`config.mk`:
```
export PLATFORM = sky130hd
export DESIGN_NAME = seg_scan
export DESIGN_NICKNAME = d
export VERILOG_FILES = /design/src/rtl/seg_scan.sv
export SDC_FILE = /design/constraint.sdc
export NUM_CORES = 1
export LEC_CHECK = 0
export CAP_MARGIN = 25
export CORE_ASPECT_RATIO = 1.25
export CORE_MARGIN = 2
export CORE_UTILIZATION = 43
export CTS_CLUSTER_DIAMETER = 60
export DETAILED_ROUTE_END_ITERATION = 7
export PLACE_DENSITY_LB_ADDON = 0.25
export SYNTH_ARGS = -nofsm -noshare
export SYNTH_HDL_FRONTEND = slang
export SYNTH_SLANG_ARGS = --single-unit
```
`constraint.sdc`:
```
create_clock -name clk -period 1.8 [get_ports clk]
set_input_delay 0.18 -clock clk [delete_from_list [all_inputs] [get_ports clk]]
set_output_delay 0.18 -clock clk [all_outputs]
set_load 0.01 [all_outputs]
```
`src/rtl/seg_scan.sv`:
```
// Four-digit multiplexed 7-segment scanner (MM:SS) with frame-shadowed digits
// and blink blanking of one digit pair while in adjust mode.
module seg_scan #(
   parameter int NUM_DIGITS  = 4,
   parameter int SYNC_STAGES = 2
) (
   input  logic                    clk,
   input  logic                    rst,
   input  logic                    refresh_in,
   input  logic                    blink_in,
   input  logic                    adj,
   input  logic                    sel,
   input  logic [4*NUM_DIGITS-1:0] digits,
   output logic [NUM_DIGITS-1:0]   an,
   output logic [6:0]              seg,
   output logic                    dp
);

   localparam int IDX_W = $clog2(NUM_DIGITS);

   logic [SYNC_STAGES-1:0]  r_sync_q, r_sync_d;
   logic                    r_d_q, r_d_d;
   logic [SYNC_STAGES-1:0]  b_sync_q, b_sync_d;
   logic [IDX_W-1:0]        idx_q, idx_d;
   logic [4*NUM_DIGITS-1:0] shadow_q, shadow_d;
   logic [NUM_DIGITS-1:0]   an_q, an_d;
   logic [6:0]              seg_q, seg_d;
   logic                    dp_q, dp_d;

   logic       r_s;
   logic       b_s;
   logic       scan_tick;
   logic       in_pair;
   logic       blank;
   logic [3:0] nibble;

   function automatic logic [6:0] decode(input logic [3:0] bcd);
      case (bcd)
         4'd0:    decode = 7'b1000000;
         4'd1:    decode = 7'b1111001;
         4'd2:    decode = 7'b0100100;
         4'd3:    decode = 7'b0110000;
         4'd4:    decode = 7'b0011001;
         4'd5:    decode = 7'b0010010;
         4'd6:    decode = 7'b0000010;
         4'd7:    decode = 7'b1111000;
         4'd8:    decode = 7'b0000000;
         4'd9:    decode = 7'b0010000;
         default: decode = 7'b0111111;
      endcase
   endfunction

   assign r_s       = r_sync_q[SYNC_STAGES-1];
   assign b_s       = b_sync_q[SYNC_STAGES-1];
   assign scan_tick = r_s & ~r_d_q;

   // sel=0 blanks the minutes (upper idx half), sel=1 the seconds (lower half).
   assign in_pair = idx_q[IDX_W-1] ^ sel;
   assign blank   = adj & b_s & in_pair;
   assign nibble  = shadow_q[{idx_q, 2'b00} +: 4];

   always_comb begin
      // NOTE: every variable gets a default first so no path leaves one unassigned and infers a latch.
      r_sync_d = {r_sync_q[SYNC_STAGES-2:0], refresh_in};
      r_d_d    = r_s;
      b_sync_d = {b_sync_q[SYNC_STAGES-2:0], blink_in};
      idx_d    = idx_q;
      shadow_d = shadow_q;

      if (scan_tick) begin
         idx_d = idx_q + 1'b1;
         // Whole frame is captured at the wrap so a frame never mixes two samples.
         if (idx_q == IDX_W'(NUM_DIGITS - 1)) begin
            shadow_d = digits;
         end
      end

      an_d  = blank ? '1 : ~(NUM_DIGITS'(1) << idx_q);
      seg_d = decode(nibble);
      dp_d  = !((idx_q == IDX_W'(2)) && !blank);
   end

   always_ff @(posedge clk) begin
      // NOTE: non-blocking assignments so every flop samples pre-edge values regardless of statement order.
      if (!rst) begin
         r_sync_q <= '0;
         r_d_q    <= 1'b0;
         b_sync_q <= '0;
         idx_q    <= '0;
         // NOTE: the shadow is a plain register, not a memory, and must reset so the display starts at 0000.
         shadow_q <= '0;
         an_q     <= '1;
         seg_q    <= 7'b1111111;
         dp_q     <= 1'b1;
      end else begin
         r_sync_q <= r_sync_d;
         r_d_q    <= r_d_d;
         b_sync_q <= b_sync_d;
         idx_q    <= idx_d;
         shadow_q <= shadow_d;
         an_q     <= an_d;
         seg_q    <= seg_d;
         dp_q     <= dp_d;
      end
   end

   assign an  = an_q;
   assign seg = seg_q;
   assign dp  = dp_q;

endmodule

```
==> impl_metrics.env, run 1 <==
export IMPL_outcome="complete, no violations"
export IMPL_maxSlewHeadroom=0.656
export IMPL_ant_nets=0
export IMPL_drtIter0Drc=17
export IMPL_dr_total_vias=1106
export IMPL_power_leakage_nw=0.767
export IMPL_antenna_found_initial=0
export IMPL_fin_skew_ns=0.00390
export IMPL_hold_viol_final=0
export IMPL_cp_end_kind="flip-flop"
export IMPL_synth_xor_area_frac=0.0124
export IMPL_finalCritPeriodShare=0.952
export IMPL_routabilityCongestion=0.774
export IMPL_clkLatencyLatePin_ns=0.29
export IMPL_portBuffers=33
export IMPL_drc=0
export IMPL_ys_seq_elements=35
export IMPL_wire_per_inst_um=11.4
export IMPL_layout_drive_gt1_share=0.130
export IMPL_syn_mean_instance_area_sq_um=9.30
export IMPL_rows=23
export IMPL_place_area_sq_um=1810
export IMPL_synth_top_family_by_area="simple AND/OR/NAND/NOR gates"
export IMPL_synth_cells=152
export IMPL_viasPerCell=4.81
export IMPL_first_pass_iters=4
export IMPL_start_util=0.447
export IMPL_power_density_nw_per_um2=853
export IMPL_synth_adder_area_share=0.0885
export IMPL_grt_pass1_vias=1074
export IMPL_htreeDepth=2
export IMPL_yosysSeqAreaShare=0.496
export IMPL_final_area_sq_um=1930
export IMPL_slew_viol_final=0
export IMPL_fin_nets=224
export IMPL_crit_type="flip-flop to flip-flop"
export IMPL_synth_compound_area_frac=0.110
export IMPL_yosysUniqueCellTypes=22
export IMPL_grt_usage=0.159
export IMPL_grt_start_max_net_pins=20
export IMPL_synthMuxAreaShare=0.0814
export IMPL_hold_class="input port to flip-flop"
export IMPL_numCtsBuffers=5
export IMPL_synth_fp_nets=184
export IMPL_crit_path_max_fanout=5
export IMPL_yosysWarnings=0
export IMPL_critPathLaunchType="flip-flop"
export IMPL_dp_hpwl_um=1960
export IMPL_cts_tree="done"
export IMPL_finalSetupViolations=0
export IMPL_core_sq_um=3170
export IMPL_clockRootBuffer="clkbuf_8"
export IMPL_ios=34
export IMPL_path_clk_slew_ns=0.07
export IMPL_synthSimpleGateAreaFrac=0.164
export IMPL_irDropWorstVdd_v=0.000615
export IMPL_drt_wl_total_um=2620
export IMPL_grt_setup_unrepaired="false"
export IMPL_worstPathArrival_ns=1.89
export IMPL_die_w_um=55.3
export IMPL_cts_num_sinks=35
export IMPL_maxCapViolCount=0
export IMPL_max_freq_mhz=584
export IMPL_worst_pin_slew_ns=0.515
export IMPL_layout_commonest_cell="nand2_1"
export IMPL_tns_ns=0
export IMPL_required_ns=1.98
export IMPL_die_y_um=68.1
export IMPL_synthesis_area_sq_um=1410
export IMPL_dieArea_sq_um=3770
export IMPL_postCtsSetupRepairBufs=0
export IMPL_area_delta_synth_final_pct=36.5
export IMPL_final_cell_mix="nand2_1, dfxtp_1, clkdlybuf4s50_1"
export IMPL_clk_path_buf_depth=2
export IMPL_finalCriticalPeriod_ns=1.71
export IMPL_overflow=0
export IMPL_diodes=0
export IMPL_grt_pass1_wl_um=4570
flip-flops by register name, summed over array words and instances, names as in the netlist:
| name | cells |
|---|---|
| an | 4 |
| idx_q | 2 |
| r_d_q | 1 |
| seg | 7 |
| dp | 1 |
| r_sync_q | 2 |
| b_sync_q | 2 |
| shadow_q | 16 |
per-stage QoR:
| step | setup slack [ns] | hold slack (ns) | util | std cells | total power, W |
|---|---|---|---|---|---|
| 5_1_grt | 0.00619 | 0.428 | 0.610 | 230 | 0.00171 |
| 6_report | 0.0863 | 0.428 | 0.610 | 230 | 0.00165 |
| 3_3_place_gp | 0.0864 | 0.431 | 0.572 | 222 | 0.000930 |
| 3_5_place_dp | 0.0245 | 0.433 | 0.572 | 222 | 0.000933 |
| 2_1_floorplan | 0.0141 | 0.302 | - | 152 | 0.000855 |
| 4_1_cts | 0.0169 | 0.428 | 0.609 | 230 | 0.00166 |
per-layer routing:
layer,part of all wire,wire [um],vias up,track usage
li1,-,-,571,-
met1,0.42,1110,499,0.165
met2,0.50,1300,29,0.283
met3,0.049,128,7,0.0548
met4,0.030,78,0,0.0915
met5,0,0,-,0
worst max-delay path, stage by stage, from the launching register on:
cell and delay [ns]:
dfxtp_2 0.36, mux4_2 0.57, ha_1 0.21, mux2_4 0.27, nor3_2 0.13, a31oi_1 0.05
logic make-up (layout without fill, tap and decap cells):
group,count (synthesis),after routing
mux,6,6
simple gates,54,54
flops,35,35
xor+xnor,2,2
compound gates,29,29
fa+ha+maj,10,10
buf+inv,16,57
layout make-up:
cell class / count / area [sq um]
clock inverter: 2 / 35.0
clock buffer: 6 / 82.6
tap: 37 / 46.3
inverter: 8 / 30.0
sequential: 35 / 702
fill: 270 / 1230
timing repair buffer: 41 / 390
multi-input combinational: 101 / 644
worst paths after layout:
path / from / end / slack, ns / cells after the start
min: digits[11] / shadow_q[11] / 0.43 / 3
min reg2reg: b_sync_q[0] / b_sync_q[1] / 0.44 / 1
max reg2reg: idx_q[0] / seg[3] / 0.09 / 5
max: idx_q[0] / seg[3] / 0.09 / 5
power by group:
part	switching (W)	internal (W)
clock network	0.000283	0.000448
registers	0.00000591	0.000792
logic	0.0000406	0.0000767
total	0.000330	0.00132
cell usage after synthesis:
master    instances  area share
mux4_2            4       0.064
a31oi_1           3       0.013
ha_1             10       0.088
o21ai_0           4       0.014
nor2_1            5       0.013
mux2i_1           1      0.0071
buf_2             1      0.0035
a21oi_1          20       0.071
mux2_4            1       0.011
nor3_2            1      0.0071
buf_1             1      0.0027
inv_1             8       0.021
nand2_1          39        0.10
buf_6             1      0.0080
clkbuf_1          5       0.013
a22o_1            1      0.0062
xnor2_1           1      0.0062
xor2_1            1      0.0062
dfxtp_1          35        0.50
nor2b_1           2      0.0088
and2_1            7       0.031
a211oi_1          1      0.0053
timing repair:
action	in CTS	in global routing
gates resized for setup	0	3
hold buffers	0	0
setup endpoints to repair	0	5
No activity file was read; power rests on OpenSTA's default activity.
==> run 2, diff against run 1 <==
--- a/config.mk
+++ b/config.mk
@@ -11,6 +11,7 @@
 export CORE_UTILIZATION = 43
 export CTS_CLUSTER_DIAMETER = 60
 export DETAILED_ROUTE_END_ITERATION = 7
+export GPL_TIMING_DRIVEN = 1
 export PLACE_DENSITY_LB_ADDON = 0.25
 export SYNTH_ARGS = -nofsm -noshare
 export SYNTH_HDL_FRONTEND = slang
==> results of run 2 <==
Same layout as run 1: the final DEF is identical, and so are final timing and power.
==> run 3, diff against run 2 <==
--- a/config.mk
+++ b/config.mk
@@ -13,6 +13,7 @@
 export DETAILED_ROUTE_END_ITERATION = 7
 export GPL_TIMING_DRIVEN = 1
 export PLACE_DENSITY_LB_ADDON = 0.25
+export REMOVE_ABC_BUFFERS = 1
 export SYNTH_ARGS = -nofsm -noshare
 export SYNTH_HDL_FRONTEND = slang
 export SYNTH_SLANG_ARGS = --single-unit
==> impl_metrics.env, run 3 (same netlist as run 1, synthesis figures left out) <==
export IMPL_outcome="complete, no violations"
export IMPL_final_cell_mix="nand2_1, dfxtp_1, clkdlybuf4s50_1"
export IMPL_crit_path_max_fanout=4
export IMPL_routabilityCongestion=0.807
export IMPL_finalCritPeriodShare=0.956
export IMPL_die_y_um=68.1
export IMPL_hold_class="input port to flip-flop"
export IMPL_viasPerCell=4.71
export IMPL_diodes=0
export IMPL_finalCriticalPeriod_ns=1.72
export IMPL_clk_path_buf_depth=2
export IMPL_fin_skew_ns=0.00427
export IMPL_cts_hold_buf=0
export IMPL_multi_input_area_sq_um=644
export IMPL_final_area_sq_um=1930
export IMPL_worstPathArrival_ns=1.89
export IMPL_cts_tree="done"
export IMPL_first_pass_iters=4
export IMPL_required_ns=1.97
export IMPL_grt_pass1_vias=1001
export IMPL_layout_commonest_cell="nand2_1"
export IMPL_crit_type="flip-flop to flip-flop"
export IMPL_start_util=0.447
export IMPL_grt_start_max_net_pins=17
export IMPL_finalSetupViolations=0
export IMPL_portBuffers=33
export IMPL_grt_usage=0.153
export IMPL_seq_area_sq_um=704
export IMPL_maxSlewHeadroom=0.666
export IMPL_antenna_found_initial=0
export IMPL_numCtsBuffers=5
export IMPL_clockRootBuffer="clkbuf_8"
export IMPL_clkLatencyLatePin_ns=0.29
export IMPL_fin_nets=228
export IMPL_place_area_sq_um=1830
export IMPL_regMostFlops="shadow_q"
export IMPL_power_leakage_nw=0.768
export IMPL_nFillCells=288
export IMPL_hold_viol_final=0
export IMPL_dieArea_sq_um=3770
export IMPL_area_delta_synth_final_pct=36.3
export IMPL_max_freq_mhz=581
export IMPL_cp_end_kind="flip-flop"
export IMPL_die_w_um=55.3
export IMPL_power_density_nw_per_um2=751
export IMPL_cts_num_sinks=35
export IMPL_layout_drive_gt1_share=0.132
export IMPL_worst_pin_slew_ns=0.500
export IMPL_path_clk_slew_ns=0.07
export IMPL_ios=34
export IMPL_largest_reg_flops=16
export IMPL_overflow=0
export IMPL_drtIter0Drc=17
export IMPL_power_w=0.00145
export IMPL_drc=0
export IMPL_irDropWorstVdd_v=0.000630
export IMPL_dp_hpwl_um=2040
export IMPL_maxCapViolCount=0
export IMPL_grt_pass1_wl_um=4250
export IMPL_core_sq_um=3170
export IMPL_dr_total_vias=1103
export IMPL_rows=23
export IMPL_ant_nets=0
export IMPL_drt_wl_total_um=2670
export IMPL_htreeDepth=2
export IMPL_slew_viol_final=0
export IMPL_critPathLaunchType="flip-flop"
export IMPL_wire_per_inst_um=11.4
run 3: timing repair:
item / CTS / global route
buffers inserted: 0 / 1
gates resized for setup: 0 / 3
endpoints found under the setup margin: 0 / 7
run 3: path summary, 6_finish.rpt:
kind	start	end	slack, ns	depth (start not counted)
worst max-delay path	idx_q[0]	seg[3]	0.08	5
worst min-delay path	digits[4]	shadow_q[4]	0.44	3
worst max register to register	idx_q[0]	seg[3]	0.08	5
worst min register to register	b_sync_q[0]	b_sync_q[1]	0.44	1
run 3: area by class of cell:
type                    instances  share of cell area
flip-flops and latches         35               0.366
multi-input cells             101               0.334
repair buffers                 45               0.218
clock buffers                   7              0.0396
well taps                      37              0.0240
inverters                       8              0.0156
clock inverters                 1             0.00260
run 3: critical path, cell delays in order, from the launching register on:
cell and delay (ns):
dfxtp_4 0.37, mux4_2 0.55, ha_1 0.21, mux2_4 0.28, nor3_2 0.14, a31oi_1 0.06
run 3: where the power goes:
| group | leakage, nW | internal (W) | total (W) | switching [W] |
|---|---|---|---|---|
| clock network | 0.0422 | 0.000271 | 0.000531 | 0.000261 |
| registers | 0.287 | 0.000791 | 0.000797 | 0.00000588 |
| logic | 0.439 | 0.0000780 | 0.000118 | 0.0000400 |
| total | 0.768 | 0.00114 | 0.00145 | 0.000306 |
run 3: through the flow:
step | TNS, ns | hold WS, ns | instances | setup slack [ns] | util
floorplan | -0.159 | 0.242 | 144 | -0.0562 | -
global placement | 0 | 0.424 | 225 | 0.0814 | 0.579
finish | 0 | 0.436 | 234 | 0.0790 | 0.609
global route | -0.00158 | 0.449 | 234 | -0.00158 | 0.609
detailed placement | 0 | 0.423 | 225 | 0.00604 | 0.579
CTS | 0 | 0.424 | 233 | 0.00116 | 0.605
run 3: routing by layer:
layer / wire [um] / global-route usage / vias up
li1: - / - / 582
met2: 1390 / 0.280 / 29
met1: 1060 / 0.143 / 486
met3: 148 / 0.0605 / 6
met4: 70 / 0.101 / 0
met5: 0 / 0 / -
